`config.mk`:
```
export PLATFORM = sky130hd
export DESIGN_NAME = trap_ctrl_flat
export DESIGN_NICKNAME = d
export VERILOG_FILES = /design/src/rtl/trap_ctrl_pkg.sv /design/src/rtl/trap_ctrl_if.sv /design/src/rtl/trap_prio.sv /design/src/rtl/trap_ctrl.sv /design/src/flat_wrapper.sv
export SDC_FILE = /design/constraint.sdc
export NUM_CORES = 1
export LEC_CHECK = 0
export BUFFER_PORTS_ARGS = -buffer_cell sky130_fd_sc_hd__buf_4
export CAP_MARGIN = 20
export CORE_AREA = 10 10 151 153
export DETAILED_ROUTE_END_ITERATION = 12
export DIE_AREA = 0 0 161 163
export PLACE_DENSITY = 0.54
export SYNTH_ARGS = -nofsm -noshare
export SYNTH_HDL_FRONTEND = slang
export SYNTH_HIERARCHICAL = 1
export SYNTH_SLANG_ARGS = --single-unit
```
`constraint.sdc`:
```
create_clock -name clk -period 3.4 [get_ports clk]
set_clock_uncertainty 0.2 [all_clocks]
set_input_delay 0.34 -clock clk [delete_from_list [all_inputs] [get_ports clk]]
set_output_delay 0.34 -clock clk [all_outputs]
set_load 0.02 [all_outputs]
```
`src/rtl/trap_ctrl_pkg.sv`:
```
// Shared trap controller definitions: FSM encoding, CSR addresses, mcause codes.
package trap_ctrl_pkg;

  localparam logic [1:0] S_IDLE       = 2'd0;
  localparam logic [1:0] S_TRAP_JUMP  = 2'd1;
  localparam logic [1:0] S_RET_JUMP   = 2'd2;
  localparam logic [1:0] S_REDIR_WAIT = 2'd3;

  localparam logic [11:0] CSR_MTVEC = 12'h305;
  localparam logic [11:0] CSR_MEPC  = 12'h341;

  localparam logic [63:0] MCAUSE_ECALL = 64'd11;
  localparam logic [63:0] MCAUSE_TMR   = 64'h8000_0000_0000_0007;

  typedef struct packed {
    logic tmr;
    logic ecall;
    logic mret;
  } prio_gnt_t;

  function automatic logic [63:0] align4(
    input logic [63:0] a
  );
    return {a[63:2], 2'b00};
  endfunction

endpackage

```
`src/rtl/trap_ctrl_if.sv`:
```
// Redirect handshake from the trap controller to fetch.
interface trap_ctrl_if;

  logic        redir_valid;
  logic [63:0] redir_pc;
  logic        redir_ready;

  modport master (
    output redir_valid,
    output redir_pc,
    input  redir_ready
  );

  modport slave (
    input  redir_valid,
    input  redir_pc,
    output redir_ready
  );

endinterface

```
`src/rtl/trap_prio.sv`:
```
// Fixed-priority trap event select: timer > ecall > mret, one-hot grant.
module trap_prio
  import trap_ctrl_pkg::*;
(
  input  logic      tmr,
  input  logic      ecall,
  input  logic      mret,
  output prio_gnt_t gnt
);

  always_comb begin
    gnt       = '0;
    gnt.tmr   = tmr;
    gnt.ecall = ecall & ~tmr;
    gnt.mret  = mret & ~tmr & ~ecall;
  end

endmodule

```
`src/rtl/trap_ctrl.sv`:
```
// Commit-stage trap/return sequencer; timer trap path enabled by
// defining TRAP_CTRL_TMR_INTR_EN.
module trap_ctrl
  import trap_ctrl_pkg::*;
(
  input  logic        clk,
  input  logic        rst,
  input  logic        cmt_valid,
  input  logic [63:0] cmt_pc,
  input  logic [63:0] cmt_npc,
  input  logic        cmt_ecall,
  input  logic        cmt_mret,
  input  logic        ex_stall,
  input  logic        tmr_pend,
  input  logic [63:0] csr_rdata,
  output logic        ecall_trap_ena,
  output logic        cmt_mret_ena,
  output logic [63:0] trap_mcause_value,
  output logic [11:0] ctl_csr_idx,
  output logic        ctl_csr_rd_en,
  output logic [63:0] ctl_wbck_data,
  output logic        tmr_ack,
  output logic        flush,
  output logic        busy,
  trap_ctrl_if.master redir
);

  logic [1:0]  state;
  logic [1:0]  state_nxt;
  logic [63:0] redir_pc_q;
  logic        jumping;
  logic        take;
  logic        tmr_req;
  prio_gnt_t   gnt;

`ifdef TRAP_CTRL_TMR_INTR_EN
  assign tmr_req = tmr_pend;
`else
  logic unused_tmr_pend;
  assign unused_tmr_pend = tmr_pend;
  assign tmr_req = 1'b0;
`endif

  assign take = (state == S_IDLE) & cmt_valid
              & ~ex_stall & ~rst;

  trap_prio u_prio (
    .tmr   (take & tmr_req),
    .ecall (take & cmt_ecall),
    .mret  (take & cmt_mret),
    .gnt   (gnt)
  );

  assign jumping = (state == S_TRAP_JUMP) |
                   (state == S_RET_JUMP);
  assign busy = (state != S_IDLE);

  // The vector/mepc read is visible to fetch in the jump cycle itself.
  assign redir.redir_pc = jumping ? align4(csr_rdata)
                                  : redir_pc_q;

  always_comb begin
    state_nxt         = state;
    ecall_trap_ena    = 1'b0;
    cmt_mret_ena      = 1'b0;
    tmr_ack           = 1'b0;
    flush             = 1'b0;
    trap_mcause_value = '0;
    ctl_wbck_data     = '0;
    ctl_csr_idx       = '0;
    ctl_csr_rd_en     = 1'b0;
    redir.redir_valid = 1'b0;
    unique case (state)
      S_IDLE: begin
        unique case (1'b1)
          gnt.tmr: begin
            tmr_ack           = 1'b1;
            flush             = 1'b1;
            trap_mcause_value = MCAUSE_TMR;
            // An interrupted ecall must re-execute.
            ctl_wbck_data = cmt_ecall ? cmt_pc
                                      : cmt_npc;
            state_nxt = S_TRAP_JUMP;
          end
          gnt.ecall: begin
            ecall_trap_ena    = 1'b1;
            flush             = 1'b1;
            trap_mcause_value = MCAUSE_ECALL;
            ctl_wbck_data     = cmt_pc;
            state_nxt         = S_TRAP_JUMP;
          end
          gnt.mret: begin
            cmt_mret_ena = 1'b1;
            flush        = 1'b1;
            state_nxt    = S_RET_JUMP;
          end
          default: state_nxt = S_IDLE;
        endcase
      end
      S_TRAP_JUMP, S_RET_JUMP: begin
        ctl_csr_idx = (state == S_TRAP_JUMP)
                    ? CSR_MTVEC : CSR_MEPC;
        ctl_csr_rd_en     = 1'b1;
        redir.redir_valid = 1'b1;
        state_nxt = redir.redir_ready ? S_IDLE
                                      : S_REDIR_WAIT;
      end
      S_REDIR_WAIT: begin
        redir.redir_valid = 1'b1;
        state_nxt = redir.redir_ready ? S_IDLE
                                      : S_REDIR_WAIT;
      end
      default: state_nxt = S_IDLE;
    endcase
  end

  always_ff @(posedge clk) begin
    if (rst) begin
      state      <= S_IDLE;
      redir_pc_q <= '0;
    end else begin
      state <= state_nxt;
      if (jumping)
        redir_pc_q <= align4(csr_rdata);
    end
  end

endmodule

```
`src/flat_wrapper.sv`:
```
// flat-port wrapper written by rule: the top's interface ports become plain ports
module trap_ctrl_flat import trap_ctrl_pkg::*;
  (clk, rst, cmt_valid, cmt_pc, cmt_npc, cmt_ecall, cmt_mret, ex_stall, tmr_pend, csr_rdata, ecall_trap_ena, cmt_mret_ena, trap_mcause_value, ctl_csr_idx, ctl_csr_rd_en, ctl_wbck_data, tmr_ack, flush, busy, redir_redir_valid, redir_redir_pc, redir_redir_ready);
  trap_ctrl_if redir_i ();
  input  logic clk;
  input  logic rst;
  input  logic cmt_valid;
  input  logic [63:0] cmt_pc;
  input  logic [63:0] cmt_npc;
  input  logic cmt_ecall;
  input  logic cmt_mret;
  input  logic ex_stall;
  input  logic tmr_pend;
  input  logic [63:0] csr_rdata;
  output logic ecall_trap_ena;
  output logic cmt_mret_ena;
  output logic [63:0] trap_mcause_value;
  output logic [11:0] ctl_csr_idx;
  output logic ctl_csr_rd_en;
  output logic [63:0] ctl_wbck_data;
  output logic tmr_ack;
  output logic flush;
  output logic busy;
  output wire logic [$bits(redir_i.redir_valid)-1:0] redir_redir_valid;
  output wire logic [$bits(redir_i.redir_pc)-1:0] redir_redir_pc;
  input wire logic [$bits(redir_i.redir_ready)-1:0] redir_redir_ready;
  assign redir_redir_valid = redir_i.redir_valid;
  assign redir_redir_pc = redir_i.redir_pc;
  assign redir_i.redir_ready = redir_redir_ready;
  trap_ctrl u_core (.clk(clk), .rst(rst), .cmt_valid(cmt_valid), .cmt_pc(cmt_pc), .cmt_npc(cmt_npc), .cmt_ecall(cmt_ecall), .cmt_mret(cmt_mret), .ex_stall(ex_stall), .tmr_pend(tmr_pend), .csr_rdata(csr_rdata), .ecall_trap_ena(ecall_trap_ena), .cmt_mret_ena(cmt_mret_ena), .trap_mcause_value(trap_mcause_value), .ctl_csr_idx(ctl_csr_idx), .ctl_csr_rd_en(ctl_csr_rd_en), .ctl_wbck_data(ctl_wbck_data), .tmr_ack(tmr_ack), .flush(flush), .busy(busy), .redir(redir_i));
endmodule
```
==> flow_summary.ini <==
[worst_setup_path]
crit_type = flop to output port
cp_slowest_stage_delay_ns = 0.32
critPathLaunch = u_core/state[0]
rr_startpoint = u_core/state[0]
r2r_slack_ns = 1.43
r2r_cells = 8
cp_max_fo = 30
r2r-end = u_core/state[0]
arrival_ns = 2.54
worstPathCellList = inv_1 -> ha_1 -> nor4bb_1 -> and2_1 -> nor2b_1 -> and2_4 -> buf_12 -> o2bb2ai_1 -> buf_4
slowest_stage = nor4bb_1
cp-end-kind = output port
critPathCapture = ctl_wbck_data[4]
cp-start-kind = flop
crit_required_ns = 2.86

[sta]
layout_min_cycle_time_ns = 3.08
max_freq_ghz = 0.325
slew_headroom_pct = -68.0
rsz0062_at_grt = false
finalHoldViolCount = 0
tns_ns = 0
final_max_slew_viol_count = 66
period_share_pct = 90.5
max_slew.worst_pin.slew_ns = 2.51
setup_violations = 0

[global_routing]
grt_max_degree = 67
grt_antenna_before_repair = 0
grt_pass1_vias = 4488
grt_pass1_wl_mm = 28.6
overflow = 0
grt_util_all_layers_pct = 13.9

[final_layout]
drive_gt1_share_pct = 54.8
syn_to_final_growth_pct = 57.8
nets = 984
fin_cells = 1055
antenna_cells = 0

[floorplanning]
io_pins = 411
die_h_microns = 163
core-area_sq_mm = 0.0199
dieArea_sq_mm = 0.0262
die_x_microns = 161
rows = 52
start_util_pct = 24.2

[drt]
drtAntennaViolNets = 0
wire_per_inst_microns = 19.1
vias_per_cell = 4.06
drt-pass1-iter-count = 5
drc = 0
drt_iter0_drc = 195
routed_wl_mm = 20.1
num_vias = 4287

[yosys]
syn_area_sq_mm = 0.00482
synth_top_area_share_pct = 27.4
postSynthCellCount = 461
syn-mean-instance-area_sq_um = 10.5
synthAdderAreaFrac_pct = 1.04
synthMuxAreaShare_pct = 32.1
ys_seq_elements = 66
synth_top_family_by_area = multiplexers
synthXorXnorAreaFrac_pct = 0
synth_area_leaders = dfxtp_1, mux2_4, mux2i_1, o2bb2ai_1, buf_4
synth_compound_area_share_pct = 12.0
synth_area_leader_cell = dfxtp_1
yosysSeqAreaShare_pct = 27.4
synth_cell_types = 23
ys_warn_count = 6
synthSimpleGateAreaFrac_pct = 10.6

[placement]
place.port_buffers = 338
placed_cells_incl_taps = 1039
dpl.hpwl_mm = 16.3
gp_congestion = 0.777

[power_and_ir_drop]
leakagePower_uw = 0.00383
power.density_cell_area_mw_per_mm2 = 419
ir_worst_vdd_v = 0.000265

[clocking]
post_cts_buffers = 0
cts_buffer_depth = 2
clock_latency_ns = 0.32
clk_pin_slew_worst_paths_ns = 0.05
cts_htree_levels = 3
clock-root-buffer = clkbuf_16
cts.sinks = 66
cts_tree = built
cts-buffers-inserted = 9

[run]
drv_cap = 0

[run_status]
status = finished, violations left
violations = slew limit

[worst_hold_path]
min_path_type = primary input to flop
hold_path_depth = 3
-- stage by stage --
step | utilization [%] | hold WS, ns | setup WS [ns] | area, sq um | power (uW)
2_1_floorplan | - | 0.329 | 0.744 | 5070 | 1750
3_3_place_gp | 36.6 | 0.364 | 0.563 | 7290 | 2240
3_5_place_dp | 36.6 | 0.370 | 0.531 | 7290 | 2240
4_1_cts | 38.2 | 0.0801 | 0.153 | 7600 | 3230
5_1_grt | 38.2 | 0.0988 | 0.105 | 7610 | 3350
6_report | 38.2 | 0.0920 | 0.321 | 7610 | 3190
-- cell usage in the layout (no fill, tap or decap) --
cell type | synthesis | routed
buf_4 | 73 | 345
conb_1 | 1 | 69
nor2b_1 | 67 | 67
dfxtp_1 | 66 | 66
mux2i_1 | 63 | 63
o2bb2ai_1 | 63 | 63
mux2_4 | 58 | 58
clkbuf_16 | 0 | 9
inv_1 | 6 | 6
nand2_1 | 4 | 4
mux2_2 | 4 | 4
and2_1 | 5 | 4
a21oi_1 | 3 | 3
nor2_1 | 3 | 3
ha_1 | 4 | 3
buf_12 | 0 | 3
clkbuf_8 | 0 | 2
clkinvlp_4 | 0 | 1
clkinv_4 | 0 | 1
inv_6 | 0 | 1
clkinv_2 | 0 | 1
bufinv_16 | 0 | 1
o32ai_1 | 1 | 1
and2_4 | 0 | 1
nor4bb_1 | 1 | 1
nor3_1 | 1 | 1
o21ai_0 | 1 | 1
or2_2 | 1 | 1
ha_4 | 0 | 1
nor3b_2 | 1 | 1
-- power by group --
group / leakage (uW) / internal, uW / total (uW) / switching (uW)
registers: 0.000541 / 839 / 859 / 19.3
logic: 0.00314 / 667 / 1360 / 697
clock network: 0.000152 / 610 / 968 / 358
total: 0.00383 / 2120 / 3190 / 1070
-- layer usage --
| layer | GRT usage (%) | up-vias | wire length [microns] | part of all wire [%] |
|---|---|---|---|---|
| met5 | 0 | - | 0 | 0 |
| met3 | 6.47 | 8 | 2060 | 10 |
| met2 | 24.1 | 219 | 9990 | 50 |
| met1 | 15.2 | 1939 | 7960 | 40 |
| met4 | 2.85 | 0 | 123 | 0.61 |
| li1 | - | 2121 | - | - |
-- state kept, by name, indices dropped and copies added (netlist names) --
register and count:
u_core/redir_pc_q 64, u_core/state 2
-- critical path, delay by kind of cell (launching register included) --
kind                     cells  cell delay (ns)
buffers and inverters        3             0.55
AND/OR/NAND/NOR              4             0.97
adder cells (fa/ha/maj)      1             0.19
AO/OA/AOI/OAI                1             0.17
flip-flops                   1             0.31
-- final cells by class --
class,instances,area [sq um]
tap,270,338
multi-input combinational,349,2960
clock buffer,11,253
clock inverter,5,60.1
sequential,66,1320
fill,2041,12300
timing repair buffer,348,2650
inverter,6,22.5
-- synthesized netlist by cell type, drive strengths merged --
cell / number
a21oi: 3
and2: 5
buf: 97
clkbuf: 11
conb: 1
dfxtp: 66
ha: 4
inv: 6
mux2: 62
mux2i: 63
nand2: 4
nor2: 3
nor2b: 67
nor3: 1
nor3b: 1
nor4bb: 1
o21ai: 1
o2bb2ai: 63
o32ai: 1
or2: 1
-- cell families after synthesis --
logic type	count (synthesis)
mux	125
buf+inv	114
simple gates	83
compound gates	68
flops	66
fa+ha+maj	4
other cells	1
-- repair_timing --
| action | in CTS | in global routing |
|---|---|---|
| hold buffers | 0 | 0 |
| endpoints found under the hold margin | 0 | 0 |
| setup endpoints to repair | 0 | 1 |
| gates resized for setup | 0 | 1 |
-- how the worst min path moves through the flow --
stage	slack, ns	startpoint	end
after floorplan	0.33	redir_redir_ready	u_core/state[1]
final	0.09	redir_redir_ready	u_core/state[0]
after CTS	0.08	redir_redir_ready	u_core/state[0]
after detailed placement	0.37	u_core/redir_pc_q[8]	u_core/redir_pc_q[8]
after global placement	0.36	u_core/redir_pc_q[15]	u_core/redir_pc_q[15]
after global routing	0.1	redir_redir_ready	u_core/state[0]
Power figures use the tool's default switching activity.
